===== src/rtl/cpu_pkg.sv =====
// Shared definitions for the EX-stage M-extension sequencer: op encodings,
// FSM states and the default datapath width.
package cpu_pkg;

   localparam int unsigned XLEN = 32;

   typedef enum logic [2:0] {
      OP_MUL    = 3'd0,
      OP_MULH   = 3'd1,
      OP_MULHSU = 3'd2,
      OP_MULHU  = 3'd3,
      OP_DIV    = 3'd4,
      OP_DIVU   = 3'd5,
      OP_REM    = 3'd6,
      OP_REMU   = 3'd7
   } mdu_op_e;

   typedef enum logic [1:0] {
      ST_IDLE,
      ST_MUL,
      ST_DIV,
      ST_DONE
   } mdu_state_e;

endpackage


===== src/rtl/muldiv_iter_dp.sv =====
// Radix-2 iterative datapath: unsigned shift-add multiply or restoring divide,
// one step per step_i. {hi,lo} is the 2W accumulator; opb is multiplicand/divisor.
module muldiv_iter_dp #(
   parameter int unsigned W = 32
) (
   input  logic         clk,
   input  logic         rst_n,
   input  logic         clear_i,
   input  logic         load_i,
   input  logic         step_i,
   input  logic         div_i,
   input  logic [W-1:0] load_hi_i,
   input  logic [W-1:0] load_lo_i,
   input  logic [W-1:0] load_opb_i,
   output logic [W-1:0] hi_o,
   output logic [W-1:0] lo_o
);

   logic [W-1:0] hi_q, hi_d;
   logic [W-1:0] lo_q, lo_d;
   logic [W-1:0] opb_q, opb_d;
   logic [W:0]   sum;
   logic [W:0]   shifted;
   logic [W:0]   diff;

   always_comb begin
      hi_d    = hi_q;
      lo_d    = lo_q;
      opb_d   = opb_q;
      sum     = {1'b0, hi_q} + (lo_q[0] ? {1'b0, opb_q} : '0);
      shifted = {hi_q, lo_q[W-1]};
      diff    = shifted - {1'b0, opb_q};
      if (clear_i) begin
         hi_d  = '0;
         lo_d  = '0;
         opb_d = '0;
      end else if (load_i) begin
         hi_d  = load_hi_i;
         lo_d  = load_lo_i;
         opb_d = load_opb_i;
      end else if (step_i) begin
         if (div_i) begin
            // Top bit of diff is the borrow: set means the trial subtract is undone.
            if (!diff[W]) begin
               hi_d = diff[W-1:0];
               lo_d = {lo_q[W-2:0], 1'b1};
            end else begin
               hi_d = shifted[W-1:0];
               lo_d = {lo_q[W-2:0], 1'b0};
            end
         end else begin
            hi_d = sum[W:1];
            lo_d = {sum[0], lo_q[W-1:1]};
         end
      end
   end

   always_ff @(posedge clk or negedge rst_n) begin
      if (!rst_n) begin
         hi_q  <= '0;
         lo_q  <= '0;
         opb_q <= '0;
      end else begin
         hi_q  <= hi_d;
         lo_q  <= lo_d;
         opb_q <= opb_d;
      end
   end

   assign hi_o = hi_q;
   assign lo_o = lo_q;

endmodule


===== src/rtl/ex_muldiv_ctrl.sv =====
// RV32M sequencer beside the EX ALU: stalls the pipe while the iterative
// datapath runs, handles sign fix-up, divide special cases and flush.
module ex_muldiv_ctrl #(
   parameter int unsigned XLEN  = cpu_pkg::XLEN,
   parameter int unsigned CNT_W = 6
) (
   input  logic            clk,
   input  logic            rst_n,
   input  logic            valid_i,
   input  logic [2:0]      op_i,
   input  logic [XLEN-1:0] rs1_i,
   input  logic [XLEN-1:0] rs2_i,
   input  logic            flush_i,
   output logic            stall_o,
   output logic            busy_o,
   output logic [XLEN-1:0] result_o,
   output logic            result_valid_o
);
   import cpu_pkg::*;

   localparam logic [XLEN-1:0] MIN_NEG = {1'b1, {(XLEN-1){1'b0}}};

   mdu_state_e      state_q, state_d;
   mdu_op_e         op_q, op_d, op_in;
   logic [CNT_W-1:0] cnt_q, cnt_d;
   logic            neg_q, neg_d;
   logic [XLEN-1:0] result_q, result_d;

   logic            dp_clear, dp_load, dp_step, dp_div;
   logic [XLEN-1:0] dp_load_hi, dp_load_lo, dp_load_opb;
   logic [XLEN-1:0] dp_hi, dp_lo;

   logic            a_signed, b_signed, a_neg, b_neg;
   logic [XLEN-1:0] mag_a, mag_b;
   logic [2*XLEN-1:0] prod_s;
   logic [XLEN-1:0] res_calc;

   assign op_in    = mdu_op_e'(op_i);
   assign a_signed = op_in inside {OP_MULH, OP_MULHSU, OP_DIV, OP_REM};
   assign b_signed = op_in inside {OP_MULH, OP_DIV, OP_REM};
   assign a_neg    = a_signed & rs1_i[XLEN-1];
   assign b_neg    = b_signed & rs2_i[XLEN-1];
   assign mag_a    = a_neg ? -rs1_i : rs1_i;
   assign mag_b    = b_neg ? -rs2_i : rs2_i;

   always_comb begin
      prod_s = neg_q ? -{dp_hi, dp_lo} : {dp_hi, dp_lo};
      case (op_q)
         OP_MUL:                      res_calc = prod_s[XLEN-1:0];
         OP_MULH, OP_MULHSU, OP_MULHU: res_calc = prod_s[2*XLEN-1:XLEN];
         OP_DIV, OP_DIVU:             res_calc = neg_q ? -dp_lo : dp_lo;
         default:                     res_calc = neg_q ? -dp_hi : dp_hi;
      endcase
   end

   always_comb begin
      state_d        = state_q;
      op_d           = op_q;
      cnt_d          = cnt_q;
      neg_d          = neg_q;
      result_d       = result_q;
      stall_o        = 1'b0;
      result_valid_o = 1'b0;
      dp_clear       = 1'b0;
      dp_load        = 1'b0;
      dp_step        = 1'b0;
      dp_load_hi     = '0;
      dp_load_lo     = '0;
      dp_load_opb    = '0;
      case (state_q)
         ST_IDLE: begin
            if (valid_i && !flush_i) begin
               stall_o = 1'b1;
               op_d    = op_in;
               cnt_d   = CNT_W'(XLEN);
               dp_load = 1'b1;
               neg_d   = (op_in inside {OP_REM, OP_REMU}) ? a_neg : (a_neg ^ b_neg);
               // Special cases preload the final raw result with no sign fix-up.
               if (op_i[2] && rs2_i == '0) begin
                  dp_load_hi = rs1_i;
                  dp_load_lo = '1;
                  neg_d      = 1'b0;
                  state_d    = ST_DONE;
               end else if ((op_in inside {OP_DIV, OP_REM}) && rs1_i == MIN_NEG && rs2_i == '1) begin
                  dp_load_lo = MIN_NEG;
                  neg_d      = 1'b0;
                  state_d    = ST_DONE;
               end else if (op_i[2]) begin
                  dp_load_lo  = mag_a;
                  dp_load_opb = mag_b;
                  state_d     = ST_DIV;
               end else begin
                  dp_load_lo  = mag_b;
                  dp_load_opb = mag_a;
                  state_d     = ST_MUL;
               end
            end
         end
         ST_MUL, ST_DIV: begin
            stall_o = 1'b1;
            if (flush_i) begin
               dp_clear = 1'b1;
               state_d  = ST_IDLE;
            end else begin
               dp_step = 1'b1;
               cnt_d   = cnt_q - CNT_W'(1);
               if (cnt_q == CNT_W'(1)) state_d = ST_DONE;
            end
         end
         default: begin
            result_valid_o = 1'b1;
            result_d       = res_calc;
            state_d        = ST_IDLE;
         end
      endcase
   end

   assign dp_div   = (state_q == ST_DIV);
   assign busy_o   = (state_q != ST_IDLE);
   assign result_o = (state_q == ST_DONE) ? res_calc : result_q;

   always_ff @(posedge clk or negedge rst_n) begin
      if (!rst_n) begin
         state_q  <= ST_IDLE;
         op_q     <= OP_MUL;
         cnt_q    <= '0;
         neg_q    <= 1'b0;
         result_q <= '0;
      end else begin
         state_q  <= state_d;
         op_q     <= op_d;
         cnt_q    <= cnt_d;
         neg_q    <= neg_d;
         result_q <= result_d;
      end
   end

   muldiv_iter_dp #(.W(XLEN)) u_dp (
      .clk        (clk),
      .rst_n      (rst_n),
      .clear_i    (dp_clear),
      .load_i     (dp_load),
      .step_i     (dp_step),
      .div_i      (dp_div),
      .load_hi_i  (dp_load_hi),
      .load_lo_i  (dp_load_lo),
      .load_opb_i (dp_load_opb),
      .hi_o       (dp_hi),
      .lo_o       (dp_lo)
   );

endmodule


===== config.mk =====
export PLATFORM = sky130hd
export DESIGN_NAME = ex_muldiv_ctrl
export DESIGN_NICKNAME = d
export VERILOG_FILES = /design/src/rtl/cpu_pkg.sv /design/src/rtl/muldiv_iter_dp.sv /design/src/rtl/ex_muldiv_ctrl.sv
export SDC_FILE = /design/constraint.sdc
export NUM_CORES = 1
export LEC_CHECK = 0
export ABC_CLOCK_PERIOD_IN_PS = 9200
export BUFFER_PORTS_ARGS = -buffer_cell sky130_fd_sc_hd__buf_2
export CAP_MARGIN = 20
export CELL_PAD_IN_SITES_DETAIL_PLACEMENT = 1
export CELL_PAD_IN_SITES_GLOBAL_PLACEMENT = 1
export CORE_MARGIN = 2
export CORE_UTILIZATION = 51
export CTS_BUF_LIST = sky130_fd_sc_hd__clkbuf_8
export DETAILED_ROUTE_END_ITERATION = 10
export PLACE_DENSITY = 0.95
export RECOVER_POWER = 50
export SYNTH_ARGS = -nofsm -noshare
export SYNTH_HDL_FRONTEND = slang
export SYNTH_HIERARCHICAL = 1
export SYNTH_SLANG_ARGS = --single-unit

===== constraint.sdc =====
create_clock -name clk -period 9.2 [get_ports clk]
set_input_delay 1.38 -clock clk [delete_from_list [all_inputs] [get_ports clk]]
set_output_delay 1.38 -clock clk [all_outputs]
set_load 0.05 [all_outputs]

### Word level (Yosys, flattened, before mapping)

Index checks and enable logic that the tools add are counted.

| storage, ports and cells | value |
|---|---|
| bits in registers | 140 |
| logic and storage cells | 115 |
| input bits | 71 |

| operators by class | value |
|---|---|
| reductions and logical operators | 23 |
| bitwise gates (word level) | 3 |
| add/subtract/negate cells | 8 |
| muxes and demuxes | 54 |
| equality and inequality tests | 19 |

Operators by type and width:

| kind | number |
|---|---|
| $mux 32 | 30 |
| $neg 32->32 | 4 |
| $pmux 32 s3 | 1 |
| $eq 32x32->1 const B | 2 |
| $mux 64 | 1 |
| $neg 64->64 | 1 |
| $add 32x33->33 | 1 |
| $sub 33x32->33 | 1 |
| $logic_not 32->1 | 1 |
| $eq 3x3->1 const B | 5 |
| $mux 2 | 6 |
| $mux 6 | 2 |
| $pmux 6 s2 | 1 |
| $mux 1 | 11 |
| $reduce_bool 2->1 | 5 |
| $eq 3x2->1 const B | 3 |
| $eq 3x1->1 const B | 2 |
| $eq 6x1->1 const B | 1 |
| $reduce_bool 3->1 | 2 |
| $reduce_or 3->1 | 2 |
| $sub 6x1->6 const B | 1 |
| $eq 2x2->1 const B | 2 |
| $logic_and 1x1->1 | 4 |
| $ne 2x2->1 const B | 2 |
| 13 further kinds | 16 |

### Longest topological paths before layout

Gate-level depths: netlist of run 1.

| depth | value |
|---|---|
| depth in word-level cells | 11 |
| gate-level depth with buffers | 13 |
| mapped depth without buffers | 13 |

### By module

Netlist of run 1, hierarchy kept.

By module, submodules not included:

| module | cells each | area an instance (sq um) | instances |
|---|---|---|---|
| muldiv_iter_dp | 1,169 | 9,233.9 | 1 |
| ex_muldiv_ctrl | 1,177 | 7,828.8 | 1 |

### Worst setup path before layout of run 1

Ideal clock, no wire load.

| path | value |
|---|---|
| kind | reg2out |
| start | register u_dp.lo_q[0], in the netlist u_dp/lo_o[0] |
| end | output result_o[10] |
| cell stages (with the launch flop) | 11 |
| path buffers | 1 |
| arrival | 3.780 ns |
| slack | 4.040 ns |
| path through | dfrtp_1 inv_1 ha_1 or3b_2 or3_1 buf_2 nor4_4 and2_4 a22oi_1 o21a_1 a311oi_1 |

| on the way | value |
|---|---|
| longest elaborated chain between the ends | 4 |
| elaborated cells on any way between the ends | 6 |
| those cells by class | add/sub (2); mux (4) |

RTL lines:

| what | line | text |
|---|---|---|
| start: declaration | muldiv_iter_dp.sv:20 | `logic [W-1:0] lo_q, lo_d;` |
| start signal: assignment | muldiv_iter_dp.sv:65 | `lo_q <= lo_d;` |
| $neg 64->64 / $neg 32->32 (equally long branches) | ex_muldiv_ctrl.sv:47, ex_muldiv_ctrl.sv:51 |  |
| $mux 64 / $mux 32 (equally long branches) | ex_muldiv_ctrl.sv:47, ex_muldiv_ctrl.sv:51 |  |
| $pmux 32 s3 (*) | ex_muldiv_ctrl.sv:48 | `case (op_q)` |
| $mux 32 (*) | ex_muldiv_ctrl.sv:120 | `assign result_o = (state_q == ST_DONE) ? res_calc : result_q;` |
| end: declaration | ex_muldiv_ctrl.sv:16 | `output logic [XLEN-1:0] result_o,` |

Mark *: on every way between the ends. The rest lies on a longest branch, timed or not.

### Final worst setup path of run 1

| path | value |
|---|---|
| start | register u_dp.lo_q[11], in the netlist u_dp/lo_o[11] |
| end | output result_o[25] |

Same word-level chain as after synthesis.

==> results of run 1 <==
sequential cells by signal, indices dropped and copies added, names as in the netlist:
signal      count
state_q         2
op_q            3
cnt_q           6
neg_q           1
u_dp/lo_o      32
u_dp/opb_q     32
u_dp/hi_o      32
result_q       32
cell families after synthesis:
family | Yosys count | share of synthesized area
xor+xnor | 145 | 0.0744
compound gates | 735 | 0.281
fa+ha+maj | 77 | 0.0573
simple gates | 889 | 0.257
flops | 140 | 0.205
buf+inv | 246 | 0.0562
mux | 114 | 0.0684
placed cells by master (no fill, tap or decap), drive strengths merged, types with 64 or more instances in the layout:
cell type	n
buf	130
mux2i	93
nor3	89
ha	75
o21ai	122
xnor2	81
nor2	319
inv	101
and2	70
nand2	165
dfrtp	140
xor2	64
a21oi	253
a211oi	72
metal layers:
| metal | GRT usage | vias up | share of wire | wire length (µm) |
|---|---|---|---|---|
| met5 | 0 | - | 0.00051 | 40 |
| li1 | - | 8594 | - | - |
| met1 | 0.596 | 9688 | 0.41 | 32000 |
| met3 | 0.0831 | 224 | 0.10 | 8010 |
| met4 | 0.232 | 6 | 0.056 | 4360 |
| met2 | 0.661 | 1251 | 0.43 | 33400 |
worst max-delay path, cell delays in order, from the launching register on:
cell and delay (ns):
dfrtp_1 0.52, or4_1 0.66, nor4_1 1.55, nand4_1 1.01
o41ai_2 0.61, xnor2_1 0.18, a21oi_1 0.13, a21oi_1 0.21
buf_2 0.29
cell type report:
type	count	area (µm²)
clock inverters	14	181
well taps	442	553
diodes	1	2.50
inverters	95	358
clock buffers	18	248
repair buffers	136	742
flip-flops and latches	140	3500
multi-input cells	1960	12600
fillers	4291	14500
how the worst max path moves through the flow:
stage,slack [ns],depth (start not counted),start,end
3_5_place_dp,3.90,12,flush_i,u_dp/hi_o[27]
5_1_grt,2.11,2,rst_n,neg_q
4_1_cts,3.34,10,u_dp/hi_o[0],result_o[30]
3_3_place_gp,3.97,10,u_dp/hi_o[0],result_o[30]
2_1_floorplan,4.04,10,u_dp/lo_o[0],result_o[10]
6_report,2.12,8,u_dp/lo_o[11],result_o[25]
power groups by stage:
stage | Sequential (mW) | Combinational (mW) | Clock (mW)
after floorplan | 1.07 | 4.15 | 0
after global placement | 1.24 | 5.57 | 0
after detailed placement | 1.27 | 5.74 | 0
after CTS | 1.26 | 5.79 | 0.588
after global routing | 1.30 | 6.35 | 0.609
final | 1.28 | 6.01 | 0.584
through the flow:
step	worst slack, ns	area [µm²]
after detailed placement	3.90	17800
after CTS	3.34	18200
after global placement	3.97	17800
after global routing	2.11	18200
after floorplan	4.04	17100
final	2.12	18200
==> summary.txt, run 1 <==
Status
  • Outcome: complete, but fails checks
  • Failing checks: max-capacitance violations, max-slew violations

Clock network
  • CTS HTree Levels: 4
  • Clock Tree Buf Depth: 2
  • Clk_lat worst skew: 0.51 ns
  • Cts bufs inserted: 17
  • Reg clk slew, reported paths: 0.10 ns
  • Post-CTS sizing: 0
  • Post-CTS setup buffers: 0
  • CTS Sinks: 140
  • Root Driver: clkbuf_8
  • CTS tree: yes
  • Post-CTS Hold Fix Bufs: 0

Min path
  • Endpoint of the worst hold path: result_q[14]
  • Worst hold path type: reg -> reg
  • Hold path depth: 1
  • Hold Path Origin: result_q[14]

Global routing
  • Largest net degree at the start of global routing: 94
  • Via count of the first global-routing pass: 19200
  • First-pass GRT wire length: 119000 µm
  • Remaining global-route overflow: 0
  • Antenna violations before repair: 7
  • Global Route Usage Sum: 0.439

Routing
  • Post-DRT Antenna Nets: 0
  • Via count: 19800
  • Initial DRC count: 2830
  • Drt pass-1 iters: 5
  • Drt via density: 7.04
  • Final WL: 77800 µm
  • # DRC: 0
  • WL/cell: 27.7 µm

Power
  • Clock Power Share: 0.074
  • Power per cell area: 434 nW/µm²
  • Leak: 7.42 nW
  • Internal power: 3.02 mW
  • Logic pwr share: 0.763
  • Worst VDD drop: 0.000301 V
  • Sequential Power Share: 0.163
  • Switching power: 4.85 mW
  • Switch share: 0.616
  • Total Power: 7.88 mW

STA
  • Fin crit share: 0.769
  • Max-slew violation count: 297
  • RSZ-0062 raised after global routing: no
  • Setup Viol. Count Final: 0
  • Period minus WS final: 7.08 ns
  • Sum of negative setup slack: 0 ns
  • Final hold violation count: 0
  • Worst relative slew slack: -2.27
  • Slew @ Worst Pin: 4.90 ns
  • Worst hold slack: 0.521 ns
  • Final Skew: 0.0200 ns
  • Max Clk Rate: 141 MHz

Floorplan
  • Die Footprint: 34900 µm²
  • Core area: 32700 µm²
  • Initial Util: 0.522
  • IO Pins: 106
  • Die height: 187 µm
  • Site Rows: 66
  • Die width: 187 µm

Synth
  • Syn_nets: 2494
  • Top cells by area, synth: dfrtp_1, a21oi_1, nor2_1
  • Mapped Area: 17100 µm²
  • Area leader, netlist: dfrtp_1
  • Top-count cell post-synth: nor2_1
  • Yosys reg bits: 140
  • Async set-reset flop share out of synthesis: 1.00
  • Top cell type's share of synthesized area: 0.205
  • Syn Inst Count: 2346
  • Synth cell count leaders: nor2_1, a21oi_1, nand2_1, dfrtp_1, clkbuf_1
  • Syn Area/Cell: 7.27 µm²
  • Unique masters post-synth: 95
  • Post-synth EDFFs: 0
  • Top_reg_cell synth: dfrtp_1
  • Post-synthesis sequential area ratio: 0.205
  • Synth warnings: 6

Critical path
  • Critical Path AT: 5.70 ns
  • Critical path startpoint category: register
  • Capture point of the worst reg-to-reg path: u_dp/hi_o[30]
  • Worst R2R Start: state_q[0]
  • Crit end category: output pin
  • Crit-path max FO: 10
  • R2R Setup Slk: 3.46 ns
  • Req. time, crit path: 7.82 ns
  • WS Path Type: reg -> out
  • Cells on worst reg2reg path: 13

Layout
  • Area grow syn2layout: 6.45%
  • Fin nets: 2498
  • Share of cells above drive strength 1: 0.0982
  • Core Util, Final: 0.555
  • Post-Layout Cell Count: 2806

Job
  • Max-cap violations: 6

Placement
  • Dpl hpwl: 58400 µm
  • Post-Place Cells: 2773
  • Global placer's final weighted congestion: 1.09
  • Port bufs: 105
(Power assumes the default switching activity.)
==> run 2: changes to the inputs <==
--- a/config.mk
+++ b/config.mk
@@ -5,16 +5,17 @@
 export SDC_FILE = /design/constraint.sdc
 export NUM_CORES = 1
 export LEC_CHECK = 0
-export ABC_CLOCK_PERIOD_IN_PS = 9200
+export ABC_AREA = 1
+export ABC_CLOCK_PERIOD_IN_PS = 6200
 export BUFFER_PORTS_ARGS = -buffer_cell sky130_fd_sc_hd__buf_2
 export CAP_MARGIN = 20
 export CELL_PAD_IN_SITES_DETAIL_PLACEMENT = 1
 export CELL_PAD_IN_SITES_GLOBAL_PLACEMENT = 1
 export CORE_MARGIN = 2
-export CORE_UTILIZATION = 51
+export CORE_UTILIZATION = 40
 export CTS_BUF_LIST = sky130_fd_sc_hd__clkbuf_8
 export DETAILED_ROUTE_END_ITERATION = 10
-export PLACE_DENSITY = 0.95
+export PLACE_DENSITY = 0.87
 export RECOVER_POWER = 50
 export SYNTH_ARGS = -nofsm -noshare
 export SYNTH_HDL_FRONTEND = slang
==> constraint.sdc (replaced) <==
create_clock -name clk -period 6.2 [get_ports clk]
set_input_delay 0.93 -clock clk [delete_from_list [all_inputs] [get_ports clk]]
set_output_delay 0.93 -clock clk [all_outputs]
set_load 0.05 [all_outputs]
==> summary.txt, run 2 <==
Critical path
  • Critical Path AT: 5.22 ns
  • R2R Setup Slk: 2.24 ns
  • Setup crit start: op_i[2]
  • Req. time, crit path: 6.56 ns
  • Worst R2R Start: state_q[1]
  • Crit path to: u_dp/lo_o[6]
  • WS Path Type: in -> reg
  • Cells on worst reg2reg path: 10
  • Crit-path max FO: 38
  • Crit end category: register
  • Critical path startpoint category: input port
  • Capture point of the worst reg-to-reg path: cnt_q[5]

STA
  • Max-slew violation count: 128
  • Worst relative slew slack: -0.939
  • RSZ-0062 raised after global routing: no
  • Worst hold slack: 0.485 ns
  • Period minus WS final: 4.86 ns
  • Fin crit share: 0.785
  • Sum of negative setup slack: 0 ns
  • Final Skew: 0.0293 ns
  • Max Clk Rate: 206 MHz
  • Setup Viol. Count Final: 0
  • Slew @ Worst Pin: 2.91 ns
  • Final hold violation count: 0
  • Final worst slack: 1.34 ns

Clock network
  • Cts bufs inserted: 17
  • Root Driver: clkbuf_8
  • CTS tree: yes
  • CTS Sinks: 140
  • Clock Tree Buf Depth: 2
  • Post-CTS setup buffers: 0
  • Post-CTS Hold Fix Bufs: 0
  • Reg clk slew, reported paths: 0.11 ns
  • Clk_lat worst skew: 0.51 ns
  • CTS HTree Levels: 4
  • Post-CTS sizing: 0

Status
  • Failing checks: design-rule violations, max-capacitance violations, max-slew violations
  • Outcome: complete, but fails checks

Routing
  • Drt pass-1 iters: 10
  • Via count: 24800
  • Final WL: 91400 µm
  • WL/cell: 21.8 µm
  • Drt via density: 5.92
  • # DRC: 1
  • Post-DRT Antenna Nets: 0
  • Initial DRC count: 2653

Floorplan
  • Die Footprint: 49800 µm²
  • Die height: 223 µm
  • Site Rows: 80
  • Core area: 47500 µm²
  • IO Pins: 106
  • Initial Util: 0.404
  • Die width: 223 µm

Synth
  • Syn Inst Count: 3536
  • Syn_nets: 3684
  • Unique masters post-synth: 55
  • Synth warnings: 6
  • Top_reg_cell synth: dfrtp_1
  • Top cell type's share of synthesized area: 0.246
  • Area leader, netlist: nand2_1
  • Yosys reg bits: 140
  • Post-synth EDFFs: 0
  • Mapped Area: 19200 µm²
  • Top-count cell post-synth: nand2_1
  • Post-synthesis sequential area ratio: 0.182
  • Top cells by area, synth: nand2_1, dfrtp_1, inv_1
  • Syn Area/Cell: 5.43 µm²
  • Synth cell count leaders: nand2_1, inv_1, nor2_1, nand3_1, o21ai_0
  • Async set-reset flop share out of synthesis: 1.00

Placement
  • Global placer's final weighted congestion: 1.05
  • Dpl hpwl: 73100 µm
  • Port bufs: 105
  • Pre-CTS WS: 2.03 ns

Global routing
  • First-pass GRT wire length: 140000 µm
  • Antenna violations before repair: 0
  • Largest net degree at the start of global routing: 94
  • Remaining global-route overflow: 0
  • Via count of the first global-routing pass: 24300
  • Global Route Usage Sum: 0.362

Power
  • Switching power: 7.50 mW
  • Worst VDD drop: 0.000228 V
  • Internal power: 3.99 mW
  • Power per cell area: 559 nW/µm²
  • Leak: 11.0 nW
  • Logic pwr share: 0.766
  • Total Power: 11.5 mW
  • Sequential Power Share: 0.162
  • Switch share: 0.653
  • Clock Power Share: 0.072

Job
  • Max-cap violations: 3

Min path
  • Worst hold path type: in -> async

Layout
  • Fin nets: 3709
  • Area grow syn2layout: 6.94%
  • Antenna fix cells: 0
  • Most frequent cells in the layout: nand2_1, inv_1, nor2_1
  • Share of cells above drive strength 1: 0.0666
  • Commonest non-fill, non-tap cell in the layout: nand2_1
## run 2: cell count changes after synthesis, moves of 66 or more
cell	before	now
nor2_1	318	398
a211oi_1	71	5
inv_1	94	453
nand2_1	165	1261
nand3_1	40	278
o21ai_0	117	202
mux2i_1	93	0
a21oi_1	252	174
## run 2: metrics by stage
| stage | instances | cell area (µm²) | util |
|---|---|---|---|
| floorplan | 3536 | 19200 | - |
| global route | 4188 | 20500 | 0.432 |
| finish | 4188 | 20500 | 0.432 |
| global placement | 4157 | 20200 | 0.424 |
| CTS | 4188 | 20600 | 0.432 |
| detailed placement | 4157 | 20200 | 0.424 |
## run 2: logic make-up after synthesis
| logic type | synth area share |
|---|---|
| simple gates | 0.461 |
| buf+inv | 0.122 |
| compound gates | 0.149 |
| flops | 0.182 |
| xor+xnor | 0.0355 |
| fa+ha+maj | 0.0509 |
## run 2: critical path, stage by stage
cell,delay (ns)
clkbuf_1,1.30
inv_2,0.71
nand2_1,0.30
o21ai_2,0.10
nor2_4,0.56
inv_2,0.22
nor2_1,0.20
xor2_1,0.28
nand2_1,0.08
o21ai_0,0.15
a21oi_1,0.09
o21ai_0,0.18
o21ai_0,0.10
## run 2: area by class of cell
class,instances,area (µm²)
clock buffers,17,234
fillers,6972,27000
well taps,615,769
repair buffers,131,714
clock inverters,14,166
multi-input cells,2800,13400
inverters,471,1770
flip-flops and latches,140,3500
## run 2: power groups by stage
stage | combinational, mW | sequential [mW] | clock, mW
floorplan | 6.10 | 1.51 | 0
finish | 8.80 | 1.86 | 0.827
detailed placement | 8.46 | 1.83 | 0
global route | 9.60 | 1.86 | 0.864
CTS | 8.54 | 1.81 | 0.818
global placement | 8.24 | 1.81 | 0
## run 2: worst min path at each step
stage                      start      endpoint  slack, ns  depth (start not counted)
detailed placement  result_q[29]  result_q[29]       0.47                          2
global placement    result_q[25]  result_q[25]       0.46                          2
CTS                 result_q[29]  result_q[29]       0.49                          2
global route        result_q[29]  result_q[29]       0.51                          2
finish                     rst_n  result_q[22]       0.49                          1
floorplan           result_q[12]  result_q[12]       0.45                          2
## run 2: per-layer routing
| metal | global-route usage | routed length (µm) |
|---|---|---|
| met1 | 0.478 | 37300 |
| met2 | 0.554 | 39000 |
| met3 | 0.0778 | 9770 |
| met4 | 0.192 | 5290 |
| met5 | 0 | 0 |
